<file path="src/rtl/pipe_pkg.sv">
// Shared types and helpers for the elastic pipeline register chain.
// Latency: n/a (types and functions only).
// Backpressure: n/a.
package pipe_pkg;

    // Per-stage fill level: EMPTY (no beat), HALF (main only), FULL (main + skid).
    typedef enum logic [1:0] {
        EMPTY = 2'd0,
        HALF  = 2'd1,
        FULL  = 2'd2
    } stage_state_t;

    // Bits needed to count 0..2*stages stored beats.
    function automatic int occ_width(input int stages);
        return $clog2(2 * stages + 1);
    endfunction

endpackage

</file>
<file path="src/rtl/pipe_skid_stage.sv">
// One elastic stage: main register plus skid register behind a valid/ready handshake.
// Latency: a beat accepted at a posedge is presented on out_* right after that edge.
// Backpressure: in_ready comes from registered state only (not FULL); the skid absorbs one stalled beat.
// Ports: clk, reset (async, active-high), flush (sync clear),
//        in_valid/in_ready/in_data upstream, out_valid/out_ready/out_data downstream.
module pipe_skid_stage
    import pipe_pkg::*;
#(
    parameter int WIDTH = 32
) (
    input  logic             clk,
    input  logic             reset,
    input  logic             flush,
    input  logic             in_valid,
    input  logic [WIDTH-1:0] in_data,
    output logic             in_ready,
    output logic             out_valid,
    output logic [WIDTH-1:0] out_data,
    input  logic             out_ready
);

    stage_state_t     state_q, state_nxt;
    logic [WIDTH-1:0] main_q, main_nxt;
    logic [WIDTH-1:0] skid_q, skid_nxt;
    logic             s_in, s_out;

    assign in_ready  = (state_q != FULL);
    assign out_valid = (state_q != EMPTY);
    assign out_data  = main_q;

    assign s_in  = in_valid & in_ready;
    assign s_out = out_valid & out_ready;

    always_ff @(posedge clk or posedge reset) begin
        if (reset) begin
            state_q <= EMPTY;
            main_q  <= '0;
            skid_q  <= '0;
        end else begin
            state_q <= state_nxt;
            main_q  <= main_nxt;
            skid_q  <= skid_nxt;
        end
    end

    always_comb begin
        state_nxt = state_q;
        main_nxt  = main_q;
        skid_nxt  = skid_q;
        if (flush) begin
            // Stored data is left as-is; it is unreachable once the state is EMPTY.
            state_nxt = EMPTY;
        end else begin
            unique case (state_q)
                EMPTY: begin
                    if (s_in) begin
                        state_nxt = HALF;
                        main_nxt  = in_data;
                    end
                end
                HALF: begin
                    if (s_in && s_out) begin
                        main_nxt = in_data;
                    end else if (s_in) begin
                        state_nxt = FULL;
                        skid_nxt  = in_data;
                    end else if (s_out) begin
                        state_nxt = EMPTY;
                    end
                end
                FULL: begin
                    // in_ready is low here, so no upstream beat can arrive.
                    if (s_out) begin
                        state_nxt = HALF;
                        main_nxt  = skid_q;
                    end
                end
                default: state_nxt = EMPTY;
            endcase
        end
    end

endmodule

</file>
<file path="src/rtl/pipe_elastic_reg.sv">
// Chain of STAGES elastic skid stages with occupancy count, synchronous flush and zero-gated output.
// Latency: STAGES cycles from acceptance to out_valid on an empty chain; 1 beat/cycle sustained.
// Backpressure: holds up to 2*STAGES beats; in_ready is registered, never combinational from out_ready.
// Ports: clk, reset (async, active-high), flush, in_valid/in_ready/in_data, out_valid/out_ready/out_data,
//        occupancy (stored beats across all stages).
module pipe_elastic_reg
    import pipe_pkg::*;
#(
    parameter  int WIDTH  = 32,
    parameter  int STAGES = 1,
    localparam int OCC_W  = occ_width(STAGES)
) (
    input  logic             clk,
    input  logic             reset,
    input  logic             flush,
    input  logic             in_valid,
    input  logic [WIDTH-1:0] in_data,
    output logic             in_ready,
    output logic             out_valid,
    output logic [WIDTH-1:0] out_data,
    input  logic             out_ready,
    output logic [OCC_W-1:0] occupancy
);

    // Link i feeds stage i; link STAGES is the chain output.
    logic             link_vld [0:STAGES];
    logic             link_rdy [0:STAGES];
    logic [WIDTH-1:0] link_dat [0:STAGES];

    logic             in_xfer, out_xfer;
    logic [OCC_W-1:0] occ_q;

    assign link_vld[0]      = in_valid;
    assign link_dat[0]      = in_data;
    assign in_ready         = link_rdy[0];
    assign link_rdy[STAGES] = out_ready;
    assign out_valid        = link_vld[STAGES];
    assign out_data         = link_vld[STAGES] ? link_dat[STAGES] : '0;

    for (genvar i = 0; i < STAGES; i++) begin : g_stage
        pipe_skid_stage #(.WIDTH(WIDTH)) u_stage (
            .clk       (clk),
            .reset     (reset),
            .flush     (flush),
            .in_valid  (link_vld[i]),
            .in_data   (link_dat[i]),
            .in_ready  (link_rdy[i]),
            .out_valid (link_vld[i+1]),
            .out_data  (link_dat[i+1]),
            .out_ready (link_rdy[i+1])
        );
    end

    assign in_xfer  = in_valid & in_ready;
    assign out_xfer = out_valid & out_ready;

    // Tracks only chain-boundary transfers, so it equals the sum of per-stage entries.
    always_ff @(posedge clk or posedge reset) begin
        if (reset) begin
            occ_q <= '0;
        end else if (flush) begin
            occ_q <= '0;
        end else begin
            occ_q <= occ_q + OCC_W'(in_xfer) - OCC_W'(out_xfer);
        end
    end

    assign occupancy = occ_q;

endmodule

</file>
<file path="config.mk">
export PLATFORM = sky130hd
export DESIGN_NAME = pipe_elastic_reg
export DESIGN_NICKNAME = d
export VERILOG_FILES = /design/src/rtl/pipe_pkg.sv /design/src/rtl/pipe_skid_stage.sv /design/src/rtl/pipe_elastic_reg.sv
export SDC_FILE = /design/constraint.sdc
export NUM_CORES = 1
export LEC_CHECK = 0
export CAP_MARGIN = 20
export CORE_ASPECT_RATIO = 1.75
export CORE_MARGIN = 4
export CORE_UTILIZATION = 52
export CTS_BUF_LIST = sky130_fd_sc_hd__clkbuf_8
export DETAILED_ROUTE_END_ITERATION = 6
export PLACE_DENSITY_LB_ADDON = 0.08
export SYNTH_ARGS = -nofsm -noshare
export SYNTH_HDL_FRONTEND = slang
export SYNTH_SLANG_ARGS = --single-unit
</file>
<file path="constraint.sdc">
create_clock -name clk -period 2.7 [get_ports clk]
set_input_delay 0.27 -clock clk [delete_from_list [all_inputs] [get_ports clk]]
set_output_delay 0.27 -clock clk [all_outputs]
set_load 0.02 [all_outputs]
</file>
* Yosys cells after proc, flatten, opt, wreduce, memory -nomap -nowiden *
Index checks and enable logic that the tools add are counted.

storage, ports and cells
  flip-flop bits (word level) = 68
  output and inout port bits = 36
  input bits = 37
  logic and storage cells = 40

cells by class
  eq/ne operators = 10
  bitwise logic cells = 4
  multiplexer cells = 13
  $add $sub $neg = 2
  reduce and logical (&&, ||, !) cells = 7

operators by type and width
  operator                                                count
  2-to-1 mux 32 bit                                       4
  case mux 32 bit (3 select lines)                        1
  2-to-1 mux 2 bit                                        7
  AND reduction 4 bit                                     2
  inequality test 2 x 1 -> 1 bit (second input constant)  3
  inequality test 3 x 2 -> 1 bit (second input constant)  2
  case mux 2 bit (3 select lines)                         1
  AND reduction 5 bit                                     1
  inequality test 4 x 2 -> 1 bit (second input constant)  1
  inequality test 3 bit (second input constant)           1
  nonzero test 3 bit                                      1
  adder 2 x 1 -> 2 bit                                    1
  bitwise AND 1 bit                                       2
  equality test 2 x 1 -> 1 bit (second input constant)    1
  equality test 2 bit (second input constant)             1
  zero test 2 bit                                         1
  inequality test 2 bit (second input constant)           1
  inverter 1 bit                                          2
  nonzero test 2 bit                                      1
  subtractor 2 x 1 -> 2 bit                               1
  logical AND 1 bit                                       1

* Depth between registers and ports, before layout *
Gate-level depths: netlist of the first run.

  depth in word-level cells = 7
  depth in mapped cells = 10
  gate-level depth less buffers = 8

* Cells and area by module *
Synthesis of the first run repeated with hierarchy kept, for this count alone.

second synthesis, totals
  cell total of the unflattened synthesis = 234
  area total of the unflattened synthesis = 3527.1 µm²

modules (own cells, without submodules)
  module            cells each  sequential area each (µm²)  area each (µm²)  times used
  pipe_skid_stage   188         1651.6                      3186.8           1
  pipe_elastic_reg  46          50.0                        340.3            1

* Least setup slack after synthesis of the first run *
No wires, ideal clock.

  kind = register -> register
  start = reg g_stage[0].u_stage.state_q[0]
  end = reg occ_q[0], in the netlist occupancy[0]
  required time = 2.582 ns
  library setup time = 0.118 ns
  slack = 0.802 ns
  arrival time = 1.780 ns
  cell stages (with the launch flop) = 8
  buffers on the path = 1
  clock period less this slack = 1.898 ns
  cell sequence = dfrtp_1 nor2_1 clkbuf_1 nor2b_1 ha_1 inv_1 ha_1 nor2b_1

between the ends
  longest elaborated chain between the ends = 5
  elaborated cells on any way between the ends = 7
  those cells by class = add/sub: 2; eq/ne: 1; mux: 1; bitwise: 2; reduce/logical: 1

ends and longest elaborated chain
  what                           line                    RTL
  start, declared                pipe_skid_stage.sv:22   stage_state_t state_q, state_nxt;
  start signal, assigned         pipe_skid_stage.sv:40   state_q <= state_nxt;
  inequality test 2 bit          pipe_skid_stage.sv:27   assign in_ready = (state_q != FULL);
  bitwise AND 1 bit              pipe_elastic_reg.sv:54  assign in_xfer = in_valid & in_ready;
  adder 2 x 1 -> 2 bit           pipe_elastic_reg.sv:64  occ_q <= occ_q + OCC_W'(in_xfer) - OCC_W'(out_xfer);
  subtractor 2 x 1 -> 2 bit (*)  pipe_elastic_reg.sv:64
  2-to-1 mux 2 bit (*)           pipe_elastic_reg.sv:61  end else if (flush) begin
  end signal, assigned           pipe_elastic_reg.sv:64
  end, declared                  pipe_elastic_reg.sv:31  logic [OCC_W-1:0] occ_q;

Mark *: on every way between the ends. The rest lies on a longest branch, timed or not.
A chain may end at the register's enable or synchronous reset.

* Worst setup path after layout of the first run *
  start = reg g_stage[0].u_stage.state_q[0]
  end = out out_data[26]

between the ends
  longest elaborated chain between the ends = 2

ends and longest elaborated chain
  what                line                    RTL
  nonzero test 2 bit  pipe_skid_stage.sv:28   assign out_valid = (state_q != EMPTY);
  2-to-1 mux 32 bit   pipe_elastic_reg.sv:38  assign out_data = link_vld[STAGES] ? link_dat[STAGES] : '0;
  end, declared       pipe_elastic_reg.sv:20  output logic [WIDTH-1:0] out_data,

No other way between the ends.

==> metrics.md, run 1 <==
| Metric | Value |
|---|---|
| CTS clock-pin slew for the worst setup and hold paths | 0.07 ns |
| Clock latency on the worst-skew pair | 0.34 ns |
| Drt pass-1 iters | 4 |
| # hold bufs at CTS | 0 |
| Pwr Density | between 600 and 700 nW/um^2 |
| Period minus WS final | 2.514 ns |
| Setup violations, final | 0 |
| Post-synth cell types | 26 |
| Part of the cycle the worst path needs | 93.10% |
| Total gr overflow | 0 |
| Die Y | about 110 microns |
| Worst-Margin Slew | 0.7703 ns |
| Crit path arrival time | between 2 and 2.5 ns |
| Number of H-tree levels | 3 |
| Buffer depth of the longest clock path | 2 |
| Fin. Hold Viols | 0 |
| Reg2reg setup slack | 0.68 ns |
| Core ar. | 6228 sq um |
| Post-Syn Nets | 275 |
| Cell count after synthesis | 236 |
| Number of diodes | 0 |
| Netlist Area Pre-Place | 3333 sq um |
| IO Pins | 73 |
| CTS tree | done |
| Die W | about 69 microns |
| Post-synthesis sequential area ratio | approximately 51% |
| Area after DPL | 4156 sq um |
| Fin area | 4392 sq um |
| CP Launch Type | flip-flop |
| Pin count of the biggest net entering global routing | 33 |
| Post-Syn Area per Cell | 14.12 sq um |
| Final HPWL DP | 4521 microns |
| Unrepaired setup endpoints after global routing | no |
| Num rows | 38 |
| RR Endpoint | g_stage[0].u_stage.out_data[3] |
| Buffers on Ports | 72 |
| Total GRT Usage | between 10% and 20% |
| First-pass GRT wire length | just over 10,000 microns |
| Final max-slew violation count | 0 |
| Maximum VDD drop | between 0.5 and 0.6 mV |
| Vias in the first global route | approximately 2,100 |
| #FFs+latches synth | 68 |
| FMAX | 397.8 MHz |
| Via density | 4.995 |
| Vias | roughly 2,000 |
| Critical Path RT | about 2.4 ns |
| Postcts setup bufs | 0 |
| Root buffer cell | clkbuf_8 |
| Hold WC Path Type | in2async |
| Share of cells above drive strength 1 | between 40% and 50% |
| Antenna viol nets, final | 0 |
| Area growth, synth to finish | 31.76% |
| CTS sink cnt | 68 |
| Inserted Clock Buffers | 9 |
| Status | finished, final reports clean |
| Crit end category | output pin |
| Fillers | 454 |
| WL/cell | 15.36 microns |
| Slew HR | 48.65% |
| Gpl congestion | about 0.68 |
| Routed Wire Length | 6144 microns |
| R2R cell count | 4 |
| Setup Skew | a little over 0.005 ns |
| Drc violations | 0 |
| Initial antenna violation count | 0 |
| Starting Density | between 50% and 60% |
| Crit path kind | reg2out |
| FF-to-FF Start | g_stage[0].u_stage.state_q[1] |
| Total negative slack | 0 ns |
| DR iter-0 viols | 75 |
| Max FO, Critical Path | 11 |
| Leak Pwr | 1.885 nW |
| Post-cts sizing count | 0 |
| Die area | 7805 sq um |
| Syn. warnings | 0 |
| Max_cap viols | 0 |
| Count of nets after finishing | 354 |
-- cells by family after synthesis --
family / count (synthesis) / synth area share (%)
flip-flops: 68 / 51.05
multiplexers: 97 / 34.53
XOR/XNOR: 2 / 0.5256
adder cells (fa/ha/maj): 2 / 0.7506
AO/OA/AOI/OAI: 4 / 1.239
buffers and inverters: 17 / 3.453
AND/OR/NAND/NOR: 46 / 8.446
-- sequential cells by signal, indices dropped and copies added, names as in the netlist --
| signal | flops |
|---|---|
| g_stage.u_stage.out_data | 32 |
| g_stage.u_stage.skid_q | 32 |
| g_stage.u_stage.state_q | 2 |
| occupancy | 2 |
-- metal layers --
metal / global-route usage (%) / vias to the layer above / wire (microns) / part of all wire [%]
li1: - / 974 / - / -
met1: 21.03 / 970 / 2548 / 41
met2: 28.72 / 46 / 3123 / 51
met3: 6.108 / 8 / 341 / 5.6
met4: 7.968 / 0 / 130 / 2.1
met5: 0 / - / 0 / 0
-- worst max path at each step --
stage,from,to,slack [ns],depth (start not counted)
3_3_place_gp,out_ready,g_stage[0].u_stage.out_data[4],0.30,5
4_1_cts,g_stage[0].u_stage.state_q[0],out_data[21],0.11,5
5_1_grt,g_stage[0].u_stage.state_q[0],out_data[21],0.05,5
2_1_floorplan,reset,g_stage[0].u_stage.out_data[0],0.72,1
6_report,g_stage[0].u_stage.state_q[0],out_data[26],0.19,5
3_5_place_dp,out_ready,g_stage[0].u_stage.out_data[3],0.24,5
-- cells in the mapped netlist (all sizes together) --
cell	count	share of area [%]
a21oi	2	0.30
and2b	1	0.23
buf	10	2.6
clkbuf	3	0.34
dfrtp	68	51
ha	2	0.75
inv	4	0.53
mux2	96	34
mux2i	1	0.30
nand2	2	0.23
nand3	1	0.15
nand4bb	1	0.34
nor2	4	0.45
nor2b	35	6.6
nor3	1	0.15
o21ba	1	0.30
o31ai	1	0.64
or3b	1	0.26
xnor2	1	0.26
xor2	1	0.26
-- report_power, final --
part	leakage [nW]	switching, mW	internal, mW
clock	0.122	0.368	0.593
sequential	0.821	0.111	1.26
combinational	0.941	0.271	0.446
-- stage by stage --
stage	worst slack (ns)	power [mW]	util (%)	hold WS, ns	cells
after global routing	0.05092	3.225	70.51	0.2351	400
after detailed placement	0.2379	2.122	66.73	0.4711	384
after floorplan	0.7185	1.841	-	0.3356	236
after CTS	0.1128	3.095	70.51	0.2088	400
after global placement	0.2969	2.092	66.73	0.4673	384
final	0.1862	3.050	70.51	0.2265	400
-- final cells by class --
class / instances / area, sq um / share of cell area (%)
flip-flops and latches: 68 / 1702 / 38.75
clock inverters: 4 / 70.07 / 1.595
well taps: 80 / 100.1 / 2.279
multi-input cells: 151 / 1524 / 34.70
clock buffers: 12 / 165.2 / 3.761
inverters: 4 / 17.52 / 0.3989
repair buffers: 81 / 813.3 / 18.52
-- layout by cell type (no fill, tap or decap), drive strengths merged, types with 2 or more instances in the layout --
cell type	count
clkdlybuf4s50	72
clkbuf	12
buf	9
ha	2
mux2	96
inv	4
a21oi	2
dfrtp	68
clkinv	2
bufinv	2
nor2	4
nor2b	35
nand2	2
-- worst max-delay path, stage by stage (launching register included) --
cell	delay, ns
dfrtp_1	0.49
nor2_2	0.36
buf_4	0.27
buf_4	0.19
nor2b_1	0.05
clkdlybuf4s50_1	0.54
Note: power is estimated with default switching activity, not from simulation.
==> run 2: changes to the inputs <==
Settings changed: CORE_UTILIZATION 52 to 51, CTS_BUF_LIST sky130_fd_sc_hd__clkbuf_8 to sky130_fd_sc_hd__clkbuf_16.
==> run 2 against run 1 <==
- combinational power down 0.7%
- sequential share of layout area is essentially flat
- wire length grew 1.8%
- cell area barely moved
- total power up 0.88%
- via count rose by 3.4%
- clock-buffer cell count is 3 lower
- maximum frequency rose by 13%
- critical path depth decreased by 1
- non-clock buffer count unchanged
- worst setup slack gained 0.29 ns
==> metrics.md, run 2 (same netlist as run 1, synthesis figures left out) <==
| Metric | Value |
|---|---|
| Pwr Density | 699.9 nW/um^2 (+0.79%) |
| Drc violations | 0 (unchanged) |
| Most common cell after layout, fill and taps aside | mux2_2 |
| CTS tree | done |
| Total GRT Usage | 17.08% (-0.79 points) |
| Critical Path Max Stage Delay | 0.62 ns (+0.08 ns) |
| Post-cts sizing count | 0 (unchanged) |
| Worst-Margin Slew | 0.3839 ns (-0.3864 ns) |
| R2R cell count | 8 (+4) |
| Vias | 2,065 (+3.4%) |
| Number of diodes | 0 (unchanged) |
| Routed Wire Length | 6256 microns (+1.8%) |
| Area growth, synth to finish | 31.87% (about the same) |
| Final HPWL DP | 4306 microns (-4.8%) |
| Critical Path RT | 2.43 ns (about the same) |
| Die area | 7944 sq um (+1.8%) |
| Fin. Hold Viols | 0 (unchanged) |
| FMAX | 450.3 MHz (+13%) |
| Crit end category | output pin |
| Maximum VDD drop | 0.4195 mV (-24%) |
| Number of H-tree levels | 3 (unchanged) |
| CTS sink cnt | 68 (unchanged) |
| WHS | 0.2469 ns (+0.02038 ns) |
| DR iter-0 viols | 82 (+9.3%) |
| Vias in the first global route | 2,201 (+2.7%) |
| WP depth | 4 (-1) |
| Via density | 5.175 (+3.6%) |
| CTS clock-pin slew for the worst setup and hold paths | 0.05 ns (-0.02 ns) |
| Num rows | 38 (unchanged) |
| Hold WC Path Type | in2async |
| Pin count of the biggest net entering global routing | 31 (-6.1%) |
| # hold bufs at CTS | 0 (unchanged) |
| Starting Density | 53.11% (-0.41 points) |
| CP Buf/Inv Count | 2 (-1) |
| Total negative slack | 0 ns (unchanged) |
| Leak Pwr | 1.889 nW (+0.24%) |
| Count of nets after finishing | 354 (unchanged) |
| Drt pass-1 iters | 2 (-2) |
| Unrepaired setup endpoints after global routing | no |
| Clock latency on the worst-skew pair | 0.32 ns (-0.02 ns) |
| Crit path kind | reg2out |
| Period minus WS final | 2.221 ns (-0.2931 ns) |
| Die Y | 114.9 microns (+0.91%) |
| Total gr overflow | 0 (unchanged) |
| First-pass GRT wire length | 10,490 microns (+3.0%) |
| Final max-slew violation count | 0 (unchanged) |
| Crit-path slowest cell | clkdlybuf4s50_1 |
| WL/cell | 15.68 microns (+2.1%) |
| Core ar. | 6276 sq um (+0.76%) |
| Gpl congestion | 0.7039 (+2.9%) |
| Power Total | 3.077 mW (+0.88%) |
| Postcts setup bufs | 0 (unchanged) |
| Die W | 69.11 microns (+0.86%) |
| Slew HR | 74.38% (+26 points) |
| Root buffer cell | clkbuf_16 |
| Setup Skew | 0.004822 ns (-0.0003260 ns) |
| Antenna viol nets, final | 0 (unchanged) |
| Inserted Clock Buffers | 9 (unchanged) |
| Share of cells above drive strength 1 | 38.24% (-1.8 points) |
| Buffer depth of the longest clock path | 2 (unchanged) |
| Fin area | 4395 sq um (about the same) |
| Delay-heaviest family, CP | buffers and inverters |
| CP Launch Type | flip-flop |
| Max_cap viols | 0 (unchanged) |
| Most frequent cells in the layout | mux2_2, clkdlybuf4s50_1, dfrtp_1 |
| Area after DPL | 4144 sq um (-0.30%) |
| Crit path arrival time | 1.95 ns (-0.29 ns) |
| Part of the cycle the worst path needs | 82.25% (-11 points) |
| Max FO, Critical Path | 22 (+11) |
| Crit path cell chain | nor2_2 -> buf_4 -> nor2b_1 -> clkdlybuf4s50_1 |
| Buffers on Ports | 72 (unchanged) |
| Setup violations, final | 0 (unchanged) |
| Initial antenna violation count | 0 (unchanged) |
| Status | finished, final reports clean |
| IO Pins | 73 (unchanged) |
## run 2: worst reg2reg max path, delay by kind of cell (launching register included)
family / cells / cell delay, ns
flip-flops: 1 / 0.48
buffers and inverters: 2 / 0.32
XOR/XNOR: 1 / 0.17
AND/OR/NAND/NOR: 3 / 0.30
adder cells (fa/ha/maj): 2 / 0.46
## run 2: path summary, 6_finish.rpt
kind                       slack [ns]                            start                         endpoint
min reg2reg                      0.50  g_stage[0].u_stage.out_data[30]  g_stage[0].u_stage.out_data[30]
min in group clk                 0.50  g_stage[0].u_stage.out_data[30]  g_stage[0].u_stage.out_data[30]
max in group asynchronous        1.74                            reset    g_stage[0].u_stage.skid_q[31]
max                              0.48    g_stage[0].u_stage.state_q[0]                     out_data[20]
max reg2reg                      0.86    g_stage[0].u_stage.state_q[0]                     occupancy[1]
min                              0.25                            reset   g_stage[0].u_stage.out_data[9]
## run 2: layer usage
metal / wire length (microns) / up-vias / track usage, %
li1: - / 971 / -
met4: 143 / 0 / 8.996
met3: 275 / 11 / 4.724
met1: 2510 / 1036 / 19.18
met5: 0 / - / 0
met2: 3327 / 47 / 29.46
## run 2: layout make-up
class / instances / area (sq um)
inverter: 4 / 17.52
fill: 493 / 1881
tap: 80 / 100.1
clock inverter: 6 / 26.28
clock buffer: 9 / 225.2
timing repair buffer: 81 / 800.8
sequential: 68 / 1702
multi-input combinational: 151 / 1524
## run 2: through the flow
stage	instances	setup WS (ns)	util (%)
finish	399	0.4793	70.04
global route	399	0.3666	70.04
CTS	399	0.4471	70.04
detailed placement	384	0.6235	66.03
global placement	384	0.6357	66.03
floorplan	236	0.7185	-
## run 2: power by group
group / internal (mW) / switching [mW]
sequential: 1.26 / 0.114
clock: 0.598 / 0.389
combinational: 0.442 / 0.270
